## src/rtl/rf_write_arbiter.sv

```systemverilog
// rf_write_arbiter
// Shares the register file's single write port between two writeback requesters
// (0: ALU, 1: load/memory). Each requester pushes into its own FIFO through a
// valid/ready handshake. A round-robin arbiter pops at most one FIFO head per
// cycle into registered write-port outputs. Writes aimed at register 0 are
// handshaken and dropped.
//
// Ports
//   iClk, iRst_n                 clock, asynchronous active-low reset
//   iValidN/iAddrN/iDataN        requester N write request (N = 0, 1)
//   oReadyN                      requester N FIFO can accept
//   oAddrWrite/oDataWrite        registered write address / data to register file
//   oEnWrite                     registered write enable, one cycle per write
//   oCount0/oCount1              FIFO occupancy
//   oIdle                        both FIFOs empty and no write in flight
module rf_write_arbiter #(
  parameter int unsigned DATA_WIDTH = 32,
  parameter int unsigned ADDR_WIDTH = 5,
  parameter int unsigned FIFO_DEPTH = 2,
  parameter int unsigned CNT_WIDTH  = $clog2(FIFO_DEPTH) + 1
) (
  input  logic                  iClk,
  input  logic                  iRst_n,
  input  logic                  iValid0,
  input  logic [ADDR_WIDTH-1:0] iAddr0,
  input  logic [DATA_WIDTH-1:0] iData0,
  output logic                  oReady0,
  input  logic                  iValid1,
  input  logic [ADDR_WIDTH-1:0] iAddr1,
  input  logic [DATA_WIDTH-1:0] iData1,
  output logic                  oReady1,
  output logic [ADDR_WIDTH-1:0] oAddrWrite,
  output logic [DATA_WIDTH-1:0] oDataWrite,
  output logic                  oEnWrite,
  output logic [CNT_WIDTH-1:0]  oCount0,
  output logic [CNT_WIDTH-1:0]  oCount1,
  output logic                  oIdle
);

  localparam int unsigned          PtrWidth = $clog2(FIFO_DEPTH);
  localparam logic [CNT_WIDTH-1:0] DepthCnt = CNT_WIDTH'(FIFO_DEPTH);

  logic [ADDR_WIDTH-1:0] addrMem [2][FIFO_DEPTH];
  logic [DATA_WIDTH-1:0] dataMem [2][FIFO_DEPTH];
  logic [PtrWidth-1:0]   wrPtr   [2];
  logic [PtrWidth-1:0]   rdPtr   [2];
  logic [CNT_WIDTH-1:0]  count   [2];
  logic                  prio;  // requester that wins when both heads are present

  logic [ADDR_WIDTH-1:0] inAddr [2];
  logic [DATA_WIDTH-1:0] inData [2];
  logic [1:0]            inValid;
  logic [1:0]            ready;
  logic [1:0]            empty;
  logic [1:0]            push;
  logic [1:0]            pop;

  assign inAddr[0]  = iAddr0;
  assign inAddr[1]  = iAddr1;
  assign inData[0]  = iData0;
  assign inData[1]  = iData1;
  assign inValid[0] = iValid0;
  assign inValid[1] = iValid1;

  always_comb begin
    ready = '0;
    empty = '0;
    push  = '0;
    for (int n = 0; n < 2; n++) begin
      // Ready is held low during reset so nothing is accepted while state is cleared.
      ready[n] = iRst_n && (count[n] < DepthCnt);
      empty[n] = (count[n] == '0);
      // Register-0 writes complete the handshake but are never stored.
      push[n]  = inValid[n] && ready[n] && (inAddr[n] != '0);
    end
    pop    = '0;
    pop[0] = !empty[0] && (empty[1] || !prio);
    pop[1] = !empty[1] && (empty[0] || prio);
  end

  // Storage carries no reset; occupancy alone decides what is valid.
  always_ff @(posedge iClk) begin
    for (int n = 0; n < 2; n++) begin
      if (push[n]) begin
        addrMem[n][wrPtr[n]] <= inAddr[n];
        dataMem[n][wrPtr[n]] <= inData[n];
      end
    end
  end

  always_ff @(posedge iClk or negedge iRst_n) begin
    if (!iRst_n) begin
      for (int n = 0; n < 2; n++) begin
        wrPtr[n] <= '0;
        rdPtr[n] <= '0;
        count[n] <= '0;
      end
      prio       <= 1'b0;
      oEnWrite   <= 1'b0;
      oAddrWrite <= '0;
      oDataWrite <= '0;
    end else begin
      for (int n = 0; n < 2; n++) begin
        if (push[n]) wrPtr[n] <= wrPtr[n] + PtrWidth'(1);
        if (pop[n])  rdPtr[n] <= rdPtr[n] + PtrWidth'(1);
        if (push[n] && !pop[n]) begin
          count[n] <= count[n] + CNT_WIDTH'(1);
        end else if (pop[n] && !push[n]) begin
          count[n] <= count[n] - CNT_WIDTH'(1);
        end
      end
      // Address/data hold their last value when nothing is granted.
      if (pop[0]) begin
        oAddrWrite <= addrMem[0][rdPtr[0]];
        oDataWrite <= dataMem[0][rdPtr[0]];
      end else if (pop[1]) begin
        oAddrWrite <= addrMem[1][rdPtr[1]];
        oDataWrite <= dataMem[1][rdPtr[1]];
      end
      oEnWrite <= |pop;
      // Priority passes to the requester that was not just served.
      if (|pop) prio <= pop[0];
    end
  end

  assign oReady0 = ready[0];
  assign oReady1 = ready[1];
  assign oCount0 = count[0];
  assign oCount1 = count[1];
  assign oIdle   = empty[0] && empty[1] && !oEnWrite;

endmodule

```

## config.mk

```make
export PLATFORM = sky130hd
export DESIGN_NAME = rf_write_arbiter
export DESIGN_NICKNAME = d
export VERILOG_FILES = /design/src/rtl/rf_write_arbiter.sv
export SDC_FILE = /design/constraint.sdc
export NUM_CORES = 1
export LEC_CHECK = 0
export BUFFER_PORTS_ARGS = -buffer_cell sky130_fd_sc_hd__buf_2
export CORE_MARGIN = 2
export CORE_UTILIZATION = 51
export CTS_BUF_LIST = sky130_fd_sc_hd__clkbuf_16
export DETAILED_ROUTE_END_ITERATION = 10
export GPL_ROUTABILITY_DRIVEN = 0
export PLACE_DENSITY = 0.74
export SYNTH_ARGS = -nofsm -noshare
export SYNTH_HDL_FRONTEND = slang
export SYNTH_SLANG_ARGS = --single-unit
```

## constraint.sdc

```tcl
create_clock -name iClk -period 2.7 [get_ports iClk]
set_input_delay 0 -clock iClk [delete_from_list [all_inputs] [get_ports iClk]]
set_output_delay 0 -clock iClk [all_outputs]
set_load 0.05 [all_outputs]
```

# Yosys cells after proc, flatten, opt, wreduce, memory -nomap -nowiden
# Memory sizes are Yosys's and may differ from the RTL's.
# Cells that the tools add are included.
[word_totals] ramBits=148 mem_count=2 in_bits=78 out_inout_bits=45 ff_bits=47
[op_classes] n_reduce_logical=34 bitwise_logic=4 order_cmp=8 muxes=34 addsub=8
[mem_list] memory="dataMem" words=2 word_bits=64 rd=2 rd_ports_with_merged_regs=0 wr=2 line="44" rtl="logic [DATA_WIDTH-1:0] dataMem [2][FIFO_DEPTH];"
[mem_list] memory="addrMem" words=2 word_bits=10 rd=2 rd_ports_with_merged_regs=0 wr=2 line="43" rtl="logic [ADDR_WIDTH-1:0] addrMem [2][FIFO_DEPTH];"
[ops] cell="$mux 32" count=10
[ops] cell="$mux 64" count=2
[ops] cell="$demux 32 s1" count=2
[ops] cell="$mux 5" count=10
[ops] cell="$mux 10" count=2
[ops] cell="$logic_and 1x1->1" count=16
[ops] cell="$demux 5 s1" count=2
[ops] cell="$reduce_bool 5->1" count=2
[ops] cell="$ge 2x2->1 const B" count=4
[ops] cell="$logic_not 1->1" count=8
[ops] cell="$mux 2" count=4
[ops] cell="$not 1->2" count=4
[ops] cell="$reduce_bool 2->1" count=3
[ops] cell="$add 1x1->1 const B" count=4
[ops] cell="$add 2x1->2 const B" count=2
[ops] cell="$logic_not 2->1" count=2
[ops] cell="$lt 2x1->1 const B" count=2
[ops] cell="$lt 2x2->1 const B" count=2
[ops] cell="$sub 2x1->2 const B" count=2
[ops] cell="$logic_or 1x1->1" count=2
[ops] cell="$mux 1" count=2
[ops] cell="$reduce_or 2->1" count=1

# Longest topological paths before layout
[depth] depth_word=8 mapped_depth=8 depth_no_buf=7

# Worst setup path before layout
# No wires, ideal clock.
[synth_path] kind="register to register" start="register count, in the netlist oCount1[1]" end="memory addrMem[0][10] (netlist bit), enable pin" arrival_time_ns=3.293 synth_period_minus_slack_ns=3.725 slack_ns=-1.025 required_time_ns=2.269 path_stages_with_launch=4 cell_sequence="dfrtp_1 > nor2b_1 > o211ai_2 > nor2_1"
[synth_rtl] item="from (decl)" line="47" rtl="logic [CNT_WIDTH-1:0] count [2];"
[synth_rtl] item="from (signal, indexed assignment)" line="107" rtl="count[n] <= count[n] + CNT_WIDTH'(1);"
[synth_rtl] item="from (signal, indexed assignment)" line="109" rtl="count[n] <= count[n] - CNT_WIDTH'(1);"
[synth_rtl] item="to (decl)" line="43"

# Worst setup path in the final report
[layout_path] start="register count, in the netlist oCount1[1]" end="output oIdle"
[layout_between] elab_chain_cells=3
[layout_rtl] item="$logic_not 2->1" line="72" rtl="empty[n] = (count[n] == '0);"
[layout_rtl] item="$logic_and 1x1->1 (2 in a row)" line="130" rtl="assign oIdle = empty[0] && empty[1] && !oEnWrite;"
[layout_rtl] item="to (decl)" line="37" rtl="output logic oIdle"
# Every way passes these cells.

==> flow_metrics.env <==
export IMPL_antenna_found_initial=0
export IMPL_totalWireLength_um=18400
export IMPL_cts_tree="built"
export IMPL_grt_max_degree=48
export IMPL_period_share_pct=84.5
export IMPL_finClkSkew_ps=14.4
export IMPL_die_area_mm2=0.0173
export IMPL_synth_cells=492
export IMPL_p_total_mw=12.0
export IMPL_cts_setup_buffers=0
export IMPL_insertion_delay_ps=430
export IMPL_grt_pass1_wl_um=28900
export IMPL_io_pin_count=123
export IMPL_worstPathArrival_ps=2280
export IMPL_io_buffers=122
export IMPL_status="finished, final reports clean"
export IMPL_wl_per_cell_um=20.0
export IMPL_ys_ff_latch=195
export IMPL_fin_nets=771
export IMPL_drive_above_1_share_pct=39.5
export IMPL_grt_util_all_layers_pct=21.7
export IMPL_final_util_pct=65.7
export IMPL_rsz0062_at_grt="no"
export IMPL_cp_slowest_stage_delay_ps=510
export IMPL_drc=0
export IMPL_power_leakage_nw=3.89
export IMPL_die_height_um=131
export IMPL_clk_path_buf_depth=2
export IMPL_cap_violations=0
export IMPL_dr_first_iter_drc_count=302
export IMPL_layoutNonFillerInstCount=920
export IMPL_hp_class="in -> reg"
export IMPL_fmax_ghz=0.438
export IMPL_ctsResizeCount=0
export IMPL_netlist_area_mm2=0.00828
export IMPL_finalSetupViolations=0
export IMPL_cts_num_sinks=195
export IMPL_fp_coreArea_mm2=0.0159
export IMPL_netSwitchingPower_mw=5.03
export IMPL_cts_buffers_inserted=17
export IMPL_first_global_vias=5443
export IMPL_area_growth_pct=25.9
export IMPL_start_kind="register"
export IMPL_comb_power_share_pct=44.8
export IMPL_ys_warn_count=0
export IMPL_worst_pin_slew_ps=1180
export IMPL_min_period_ps=2280
export IMPL_path_class="reg -> out"
export IMPL_htree_levels=4
export IMPL_critPathTopFamily="simple AND/OR/NAND/NOR gates"
export IMPL_slew_violations=0
export IMPL_worst_path_max_fanout=22
export IMPL_cp_end_kind="output pin"
export IMPL_switching_share_pct=41.8
export IMPL_dp_cells=813
export IMPL_peakVddDrop_v=0.000738
export IMPL_start_util_pct=52.2
export IMPL_required_ps=2700
export IMPL_relSlewSlack_pct=21.4
export IMPL_clk_pin_slew_worst_paths_ps=70
export IMPL_pwr_share_seq_pct=35.8
export IMPL_dr_total_vias=5096
export IMPL_hold_slack_ps=46.3
export IMPL_syn_area_per_cell_um2=16.8
export IMPL_worst_path_buf_inv=2
export IMPL_antenna_left=0
export IMPL_via_per_inst=5.54
export IMPL_dr_pass1_iters=4
export IMPL_num_fill_cells=1176
export IMPL_power_density_mw_per_mm2=1150
export IMPL_synth_nets=572
export IMPL_ys_types=29
export IMPL_hold_viol=0
export IMPL_intPower_mw=7.00
export IMPL_place_area_mm2=0.00914
export IMPL_floorplan_rows=46
export IMPL_seq_area_frac_synth_pct=67.8
export IMPL_crit_chain="buf_4, nor2_4, nand2_1, nor2_1, buf_2"
export IMPL_fin_tns_setup_ps=0
export IMPL_grt_ovfl_total=0
export IMPL_cts_root_buf="clkbuf_16"
export IMPL_place_hpwl_um=11600
export IMPL_fin_area_mm2=0.0104
export IMPL_timing_final_ws_setup_ps=418
export IMPL_holdBufCountCts=75
export IMPL_clkPwrFrac_pct=19.4
export IMPL_critPathSlowestCell="dfrtp_2"
export IMPL_antenna_cells=0
export IMPL_dpl_worst_slack_ps=599
export IMPL_die_w_um=131
[cells in the mapped netlist]
master,count,area share (%)
nor3b_1,37,3.4
a221oi_1,8,0.85
buf_4,8,0.72
mux2_1,7,0.95
mux2i_1,37,4.5
buf_2,14,0.85
xnor2_2,2,0.39
mux2_4,10,1.8
nor2_1,46,2.1
ha_1,2,0.30
or2_1,2,0.15
inv_1,2,0.091
a221oi_2,29,5.3
xor2_1,5,0.53
dfrtp_1,47,14
xnor2_1,3,0.32
or4_1,2,0.18
o21ai_1,2,0.12
a21oi_2,1,0.11
o211ai_2,2,0.30
a211oi_1,9,0.82
nor2b_1,2,0.15
a211oi_2,28,4.2
nand2_1,2,0.091
edfxtp_1,148,54
mux2_2,20,2.7
buf_6,6,0.82
inv_2,3,0.14
clkbuf_1,8,0.36
[kinds of logic after synthesis]
kind of cell	synth area share, %
fa+ha+maj	0.302
compound gates	11.7
simple gates	6.01
flops	67.8
mux	9.95
xor+xnor	1.24
buf+inv	2.98
[placed cells by master (no fill, tap or decap), types with 20 or more instances in the layout]
cell type      netlist  routed
mux2i_1             37      37
a221oi_2            29      29
nor2_1              46      41
a211oi_2            28      28
nor3b_1             37      37
buf_2               14     122
dlygate4sd3_1        0      75
dfrtp_1             47      42
edfxtp_1           148     148
mux2_2              20      20
[worst paths after layout]
| path | startpoint | end | slack (ps) | depth (start not counted) |
|---|---|---|---|---|
| setup / recovery | oCount1[1] | oIdle | 420 | 5 |
| hold / removal | iValid0 | wrPtr[1] | 50 | 4 |
| setup reg to reg | oCount1[1] | oDataWrite[26] | 590 | 5 |
| hold reg to reg | oCount0[0] | oCount0[0] | 560 | 1 |
| max in group asynchronous | iRst_n | rdPtr[1] | 1880 | 3 |
| min in group asynchronous | iRst_n | oDataWrite[30] | 330 | 3 |
[power groups by stage]
stage	registers, mW	logic, mW	clock network, mW
after floorplan	5.27	3.20	0
after global placement	4.35	5.18	0
after detailed placement	4.37	5.30	0
after CTS	4.32	5.40	2.36
after global routing	4.37	5.71	2.46
final	4.31	5.39	2.33
[registers in the layout (all words and copies together), names as in the netlist]
signal / flops
oCount1: 2
oAddrWrite: 5
addrMem: 20
prio: 1
oDataWrite: 32
rdPtr: 2
wrPtr: 2
dataMem: 128
oCount0: 2
oEnWrite: 1
[worst reg2reg max path, stage by stage (launching register included)]
cell and delay, ps:
dfrtp_2 510, buf_4 240, nor2_4 490, buf_4 350, nor2_1 80, a221oi_1 340
[final cells by class]
cell class | instances | area (um^2) | area share (%)
Clock buffer | 17 | 425 | 4.08
Clock inverter | 15 | 120 | 1.15
Inverter | 5 | 18.8 | 0.180
Multi-Input combinational cell | 256 | 2470 | 23.7
Sequential cell | 195 | 5630 | 53.9
Tap cell | 216 | 270 | 2.59
Timing Repair Buffer | 216 | 1500 | 14.4
[layer usage]
layer | wire length [um] | vias up | track usage, %
met2 | 9570 | 174 | 38.2
met3 | 1140 | 23 | 4.90
met1 | 7390 | 2577 | 26.1
met5 | 0 | - | 0
li1 | - | 2322 | -
met4 | 322 | 0 | 8.15
(Power assumes the default switching activity.)
